==> config.mk <==
export PLATFORM = sky130hd
export DESIGN_NAME = mux_arb_flat
export DESIGN_NICKNAME = d
export VERILOG_FILES = /design/src/rtl/mux_arb_if.sv /design/src/rtl/mux_arb.sv /design/src/flat_wrapper.sv
export SDC_FILE = /design/constraint.sdc
export NUM_CORES = 1
export LEC_CHECK = 0
export ABC_CLOCK_PERIOD_IN_PS = 2500
export CAP_MARGIN = 40
export CELL_PAD_IN_SITES_DETAIL_PLACEMENT = 1
export CELL_PAD_IN_SITES_GLOBAL_PLACEMENT = 2
export CORE_MARGIN = 3
export CORE_UTILIZATION = 33
export CTS_CLUSTER_SIZE = 20
export DETAILED_ROUTE_END_ITERATION = 10
export DONT_BUFFER_PORTS = 1
export GPL_TIMING_DRIVEN = 0
export PLACE_DENSITY_LB_ADDON = 0.1
export SYNTH_ARGS = -nofsm -noshare
export SYNTH_HDL_FRONTEND = slang
export SYNTH_SLANG_ARGS = --single-unit
==> constraint.sdc <==
create_clock -name clk -period 2.5 [get_ports clk]
set_clock_uncertainty 0.2 [all_clocks]
set_input_delay 0.25 -clock clk [delete_from_list [all_inputs] [get_ports clk]]
set_output_delay 0.25 -clock clk [all_outputs]
set_load 0.01 [all_outputs]
==> src/rtl/mux_arb_if.sv <==
// Handshake bundle for mux_arb: N_CH producer lanes in, one registered word out.
// Latency: none; this is wiring only.
// Backpressure: carries in_ready per lane and out_ready from the consumer.
interface mux_arb_if #(
    parameter int WIDTH = 16,
    parameter int N_CH  = 4
);
    localparam int SEL_W = $clog2(N_CH);

    logic [N_CH*WIDTH-1:0] in_data;
    logic [N_CH-1:0]       in_valid;
    logic [N_CH-1:0]       in_ready;
    logic [SEL_W-1:0]      sel;
    logic [WIDTH-1:0]      out_data;
    logic [SEL_W-1:0]      out_ch;
    logic                  out_valid;
    logic                  out_ready;
    logic [15:0]           xfer_cnt;

    // Producer/consumer side: drives the lanes and the consumer ready.
    modport master (
        output in_data, in_valid, sel, out_ready,
        input  in_ready, out_data, out_ch, out_valid, xfer_cnt
    );

    // Mux side.
    modport slave (
        input  in_data, in_valid, sel, out_ready,
        output in_ready, out_data, out_ch, out_valid, xfer_cnt
    );
endinterface

==> src/rtl/mux_arb.sv <==
// N-channel registered mux, channel chosen by sel (MODE=0) or round-robin (MODE=1).
// Latency: 1 cycle from input acceptance to out_valid; one word per cycle sustained.
// Backpressure: output slot reloads when empty or draining; otherwise in_ready is all-zero.
module mux_arb #(
    parameter int WIDTH = 16,
    parameter int N_CH  = 4,
    parameter int MODE  = 0
) (
    input  logic     clk,
    input  logic     reset,
    mux_arb_if.slave bus
);
    localparam int SEL_W = $clog2(N_CH);

    logic [WIDTH-1:0] ch_dat [N_CH];
    logic [WIDTH-1:0] out_dat_q;
    logic [SEL_W-1:0] out_ch_q;
    logic             out_vld_q;
    logic [15:0]      cnt_q;
    logic [SEL_W-1:0] ptr;

    logic             load;
    logic             grant;
    logic [SEL_W-1:0] gnt_ch;
    logic [N_CH-1:0]  in_rdy;

    // Unpack the flat lane bus so the selected word is a plain array read.
    for (genvar i = 0; i < N_CH; i++) begin : g_lane
        assign ch_dat[i] = bus.in_data[i*WIDTH +: WIDTH];
    end

    // The slot can take a word when it is empty or its word leaves this cycle.
    assign load = !out_vld_q || bus.out_ready;

    // Pick the granted channel: explicit select, or first requester from ptr onward.
    always_comb begin
        logic [SEL_W:0] c;
        grant  = 1'b0;
        gnt_ch = '0;
        c      = '0;
        if (MODE == 0) begin
            // sel may point past the last lane when N_CH is not a power of two.
            if (({1'b0, bus.sel} < (SEL_W+1)'(N_CH)) && bus.in_valid[bus.sel]) begin
                grant  = 1'b1;
                gnt_ch = bus.sel;
            end
        end else begin
            for (int k = 0; k < N_CH; k++) begin
                // ptr + k wraps at most once because both are below N_CH.
                c = {1'b0, ptr} + (SEL_W+1)'(k);
                if (c >= (SEL_W+1)'(N_CH)) begin
                    c = c - (SEL_W+1)'(N_CH);
                end
                if (!grant && bus.in_valid[c[SEL_W-1:0]]) begin
                    grant  = 1'b1;
                    gnt_ch = c[SEL_W-1:0];
                end
            end
        end
    end

    // Accept strobe: only the granted lane, only when the slot can load, never in reset.
    always_comb begin
        in_rdy = '0;
        if (!reset && load && grant) begin
            in_rdy[gnt_ch] = 1'b1;
        end
    end

    // Output slot, transfer counter and round-robin pointer.
    always_ff @(posedge clk) begin
        if (reset) begin
            out_dat_q <= '0;
            out_ch_q  <= '0;
            out_vld_q <= 1'b0;
            cnt_q     <= '0;
            ptr       <= '0;
        end else if (load) begin
            if (grant) begin
                out_dat_q <= ch_dat[gnt_ch];
                out_ch_q  <= gnt_ch;
                out_vld_q <= 1'b1;
                cnt_q     <= cnt_q + 16'd1;
                // Next scan starts just after the winner, so every requester gets a turn.
                if (MODE == 1) begin
                    ptr <= (gnt_ch == SEL_W'(N_CH-1)) ? '0 : gnt_ch + SEL_W'(1);
                end
            end else begin
                out_vld_q <= 1'b0;
            end
        end
    end

    assign bus.in_ready  = in_rdy;
    assign bus.out_data  = out_dat_q;
    assign bus.out_ch    = out_ch_q;
    assign bus.out_valid = out_vld_q;
    assign bus.xfer_cnt  = cnt_q;
endmodule
==> src/flat_wrapper.sv <==
// flat-port wrapper written by rule: the top's interface ports become plain ports
module mux_arb_flat 
#(
    parameter int WIDTH = 16,
    parameter int N_CH  = 4,
    parameter int MODE  = 0
)
  (clk, reset, bus_in_data, bus_in_valid, bus_sel, bus_out_ready, bus_in_ready, bus_out_data, bus_out_ch, bus_out_valid, bus_xfer_cnt);
  mux_arb_if #(.WIDTH(WIDTH), .N_CH(N_CH)) bus_i ();
  input  logic clk;
  input  logic reset;
  input wire logic [$bits(bus_i.in_data)-1:0] bus_in_data;
  input wire logic [$bits(bus_i.in_valid)-1:0] bus_in_valid;
  input wire logic [$bits(bus_i.sel)-1:0] bus_sel;
  input wire logic [$bits(bus_i.out_ready)-1:0] bus_out_ready;
  output wire logic [$bits(bus_i.in_ready)-1:0] bus_in_ready;
  output wire logic [$bits(bus_i.out_data)-1:0] bus_out_data;
  output wire logic [$bits(bus_i.out_ch)-1:0] bus_out_ch;
  output wire logic [$bits(bus_i.out_valid)-1:0] bus_out_valid;
  output wire logic [$bits(bus_i.xfer_cnt)-1:0] bus_xfer_cnt;
  assign bus_i.in_data = bus_in_data;
  assign bus_i.in_valid = bus_in_valid;
  assign bus_i.sel = bus_sel;
  assign bus_i.out_ready = bus_out_ready;
  assign bus_in_ready = bus_i.in_ready;
  assign bus_out_data = bus_i.out_data;
  assign bus_out_ch = bus_i.out_ch;
  assign bus_out_valid = bus_i.out_valid;
  assign bus_xfer_cnt = bus_i.xfer_cnt;
  mux_arb #(.WIDTH(WIDTH), .N_CH(N_CH), .MODE(MODE)) u_core (.clk(clk), .reset(reset), .bus(bus_i));
endmodule
==> impl_results.md <==
- Vias: 1762
- Clock-pin slew on the worst setup and hold paths: 0.07 ns
- Setup CP Type: in2out
- Reg2Reg Depth: 5
- Area Overhead vs Synth: 17.1%
- Critical-path maximum fanout: 10
- Synth Area in Compound Gates: 27.1%
- DRT iter0 DRCs: 122
- Vias in the first global route: 1907
- Pwr/cell area: between 500 and 600 nW/um2
- CP cell instances: buf_6 -> and3b_1 -> clkbuf_1 -> a21oi_4 -> buf_2 -> nor3b_1
- Nets: 299
- Largest net degree at the start of global routing: 11
- Final setup violating endpoints: 0
- Post-CTS Setup Inserts: 0
- DPL Wire Length: 4580 um
- Post-synth ARST share: 0%
- Total Routing Usage GR: a little under 20%
- Placed cells: between 200 and 300
- H-tree Lvls: 2
- Critical Path RT: 2.05 ns
- Synth unique cells: 34
- Core Box Area: 5200 um2
- Tmin final: roughly 2.2 ns
- Post-Synth Simple-Gate Area: 22.2%
- N_diodes: 0
- Mean routed wirelength per cell: about 21 um
- Clock Latency Late Sink: slightly below 0.3 ns
- Worst Max-Slew Pin Slew: about 0.51 ns
- Period utilization: around nine tenths
- Most frequent cells in the layout: 35 x dfxtp_1, 28 x a21oi_1, 24 x nor2_1
- Layout cell share with drive strength beyond 1: 8.48%
- Initial Util: 34.6%
- Adder-cell share of the synthesized area: 0.694%
- Vias per inst: 5.99
- Die Y: between 70 and 80 um
- TritonCTS Buffers: 5
- Sequential share of the synthesized area: 38.9%
- Total power: around 1200 uW
- Routed Wire Length: 6070 um
- Post-synth top flop: dfxtp_1
- Sink Count: 35
- Number of placed I/O pins: 112
- Normalized max-slew margin: 66.1%
- Rows: 26
- Max VDD drop: 0.000241 V
- First-pass GRT wire length: 9650 um
- Xor and xnor area share after synthesis: between 2 and 3%
- Post-DRT Antenna Nets: 0
- Status: finished clean
- Syn_nets: 278
- Setup TNS: 0 ns
- Largest family of logic cells by synthesized area: compound AO/OA/AOI/OAI gates
- Mean Syn Cell Area: around 9 um2
- Most common library cell in the layout ignoring fill and taps: dfxtp_1
- Antenna violations before repair: 0
- EDFF count, synth: 0
- WHS Path Cells: 2
- PortBufs: 0
- Full die area: ~6400 um2
- Slowest-stage cell, CP: nor3b_1
- Static Leak: 0.000741 uW
- GR Overflow Total: 0
- Max-slew violations: 0
- CTS tree: yes
- Final Hold Viols: 0
- RSZ-0062 raised after global routing: false
- Finished Layout Cells: around 290
- Startpoint types: primary input
- Crit. End Element: primary output
- Mapped Area: about 1800 um2
- Yosys Warn Count: 0
- Path type of the worst min-delay path: in2reg
- Post-Synthesis Cells: 204
- Yosys reg bits: 35
- Worst path arrival time: 1.76 ns
- Drt pass-1 iters: 6
- Clk buf depth: 2
- Max cap viols: 0
- GPL Wtd Cong: just over 0.7
- Die W: 79.9 um
- FMAX: 452 MHz
- Largest stage delay, worst path: 0.38 ns
- Fillers: 611
- Mux contribution to synthesized area: 2.43%
- Root Buffer: clkbuf_8
- Remaining routing DRC violations: 0
==> where the power goes <==
group          internal (uW)  switching, uW
Sequential               597           49.0
Combinational           94.2            119
Clock                    186            204
==> flip-flops by register name (all words and copies together) (netlist names) <==
register / flops
u_core.bus.xfer_cnt: 16
u_core.bus.out_valid: 1
u_core.bus.out_data: 16
u_core.bus.out_ch: 2
==> synthesized netlist by cell type (2+ instances only) <==
master / instances / area (um2)
o21ai_0: 6 / 30.0
nand2_1: 9 / 33.8
and4_1: 2 / 17.5
buf_6: 4 / 45.0
or3_1: 6 / 37.5
nand4_1: 3 / 18.8
nand3_1: 5 / 25.0
buf_2: 2 / 10.0
nor2_1: 24 / 90.1
and2_1: 3 / 18.8
xor2_1: 5 / 43.8
dfxtp_1: 35 / 701
a21oi_1: 28 / 140
and3b_1: 2 / 17.5
and3_1: 3 / 18.8
o31ai_1: 4 / 30.0
nor3b_1: 4 / 30.0
a222oi_1: 16 / 160
clkbuf_1: 10 / 37.5
or4_1: 3 / 22.5
nand4_2: 2 / 25.0
a211oi_1: 16 / 120
==> per-stage QoR <==
stage | hold slack, ns | setup WS, ns | area (um2) | utilization [%]
floorplan | 0.202 | 0.543 | 1800 | -
global placement | 0.213 | 0.250 | 1890 | 36.3
detailed placement | 0.215 | 0.197 | 1890 | 36.3
CTS | 0.00204 | 0.182 | 2100 | 40.4
global route | 0.0260 | 0.0962 | 2110 | 40.6
finish | 0.0206 | 0.288 | 2110 | 40.6
==> routing by layer <==
| layer | part of all wire (%) | GRT usage (%) |
|---|---|---|
| met1 | 38 | 21.2 |
| met2 | 53 | 34.9 |
| met3 | 6.8 | 6.32 |
| met4 | 2.1 | 8.45 |
| met5 | 0 | 0 |
==> layout make-up <==
class,count,area (um2),share of cell area (%)
sequential,35,701,33.2
buffer,17,100,4.74
multi-input combinational,151,1010,47.7
clock buffer,6,72.6,3.44
timing repair buffer,14,140,6.64
inverter,1,3.75,0.178
tap,70,87.6,4.15
==> cells by family (layout without fill, tap and decap cells) <==
group | after synthesis | in the layout
DFF | 35 | 35
muxes | 3 | 3
buffers and inverters | 18 | 38
xor gates and xnor gates | 6 | 6
AOI/OAI and AO/OA | 71 | 71
and+or+nand+nor | 70 | 70
adders and majority gates | 1 | 1
==> worst max-delay path, delay by kind of cell <==
family          cells  cell delay, ns
compound gates      1            0.30
buf+inv             3            0.64
simple gates        2            0.56
==> what timing repair did <==
action,CTS,global route
hold endpoints to repair,14,0
hold buffers,14,0
resized for setup,0,1
endpoints found under the setup margin,0,1
==> final timing paths <==
path | start | end | slack, ns
worst max register to register | u_core.bus.xfer_cnt[0]$_SDFFE_PP0P_ | u_core.bus.xfer_cnt[12]$_SDFFE_PP0P_ | 0.54
worst min register to register | u_core.bus.out_ch[0]$_SDFFE_PP0P_ | u_core.bus.out_ch[0]$_SDFFE_PP0P_ | 0.32
worst min-delay path | bus_in_data[14] | u_core.bus.out_data[14]$_SDFFE_PP0P_ | 0.02
worst max-delay path | bus_sel[0] | bus_in_ready[0] | 0.29
(Power assumes the default switching activity.)
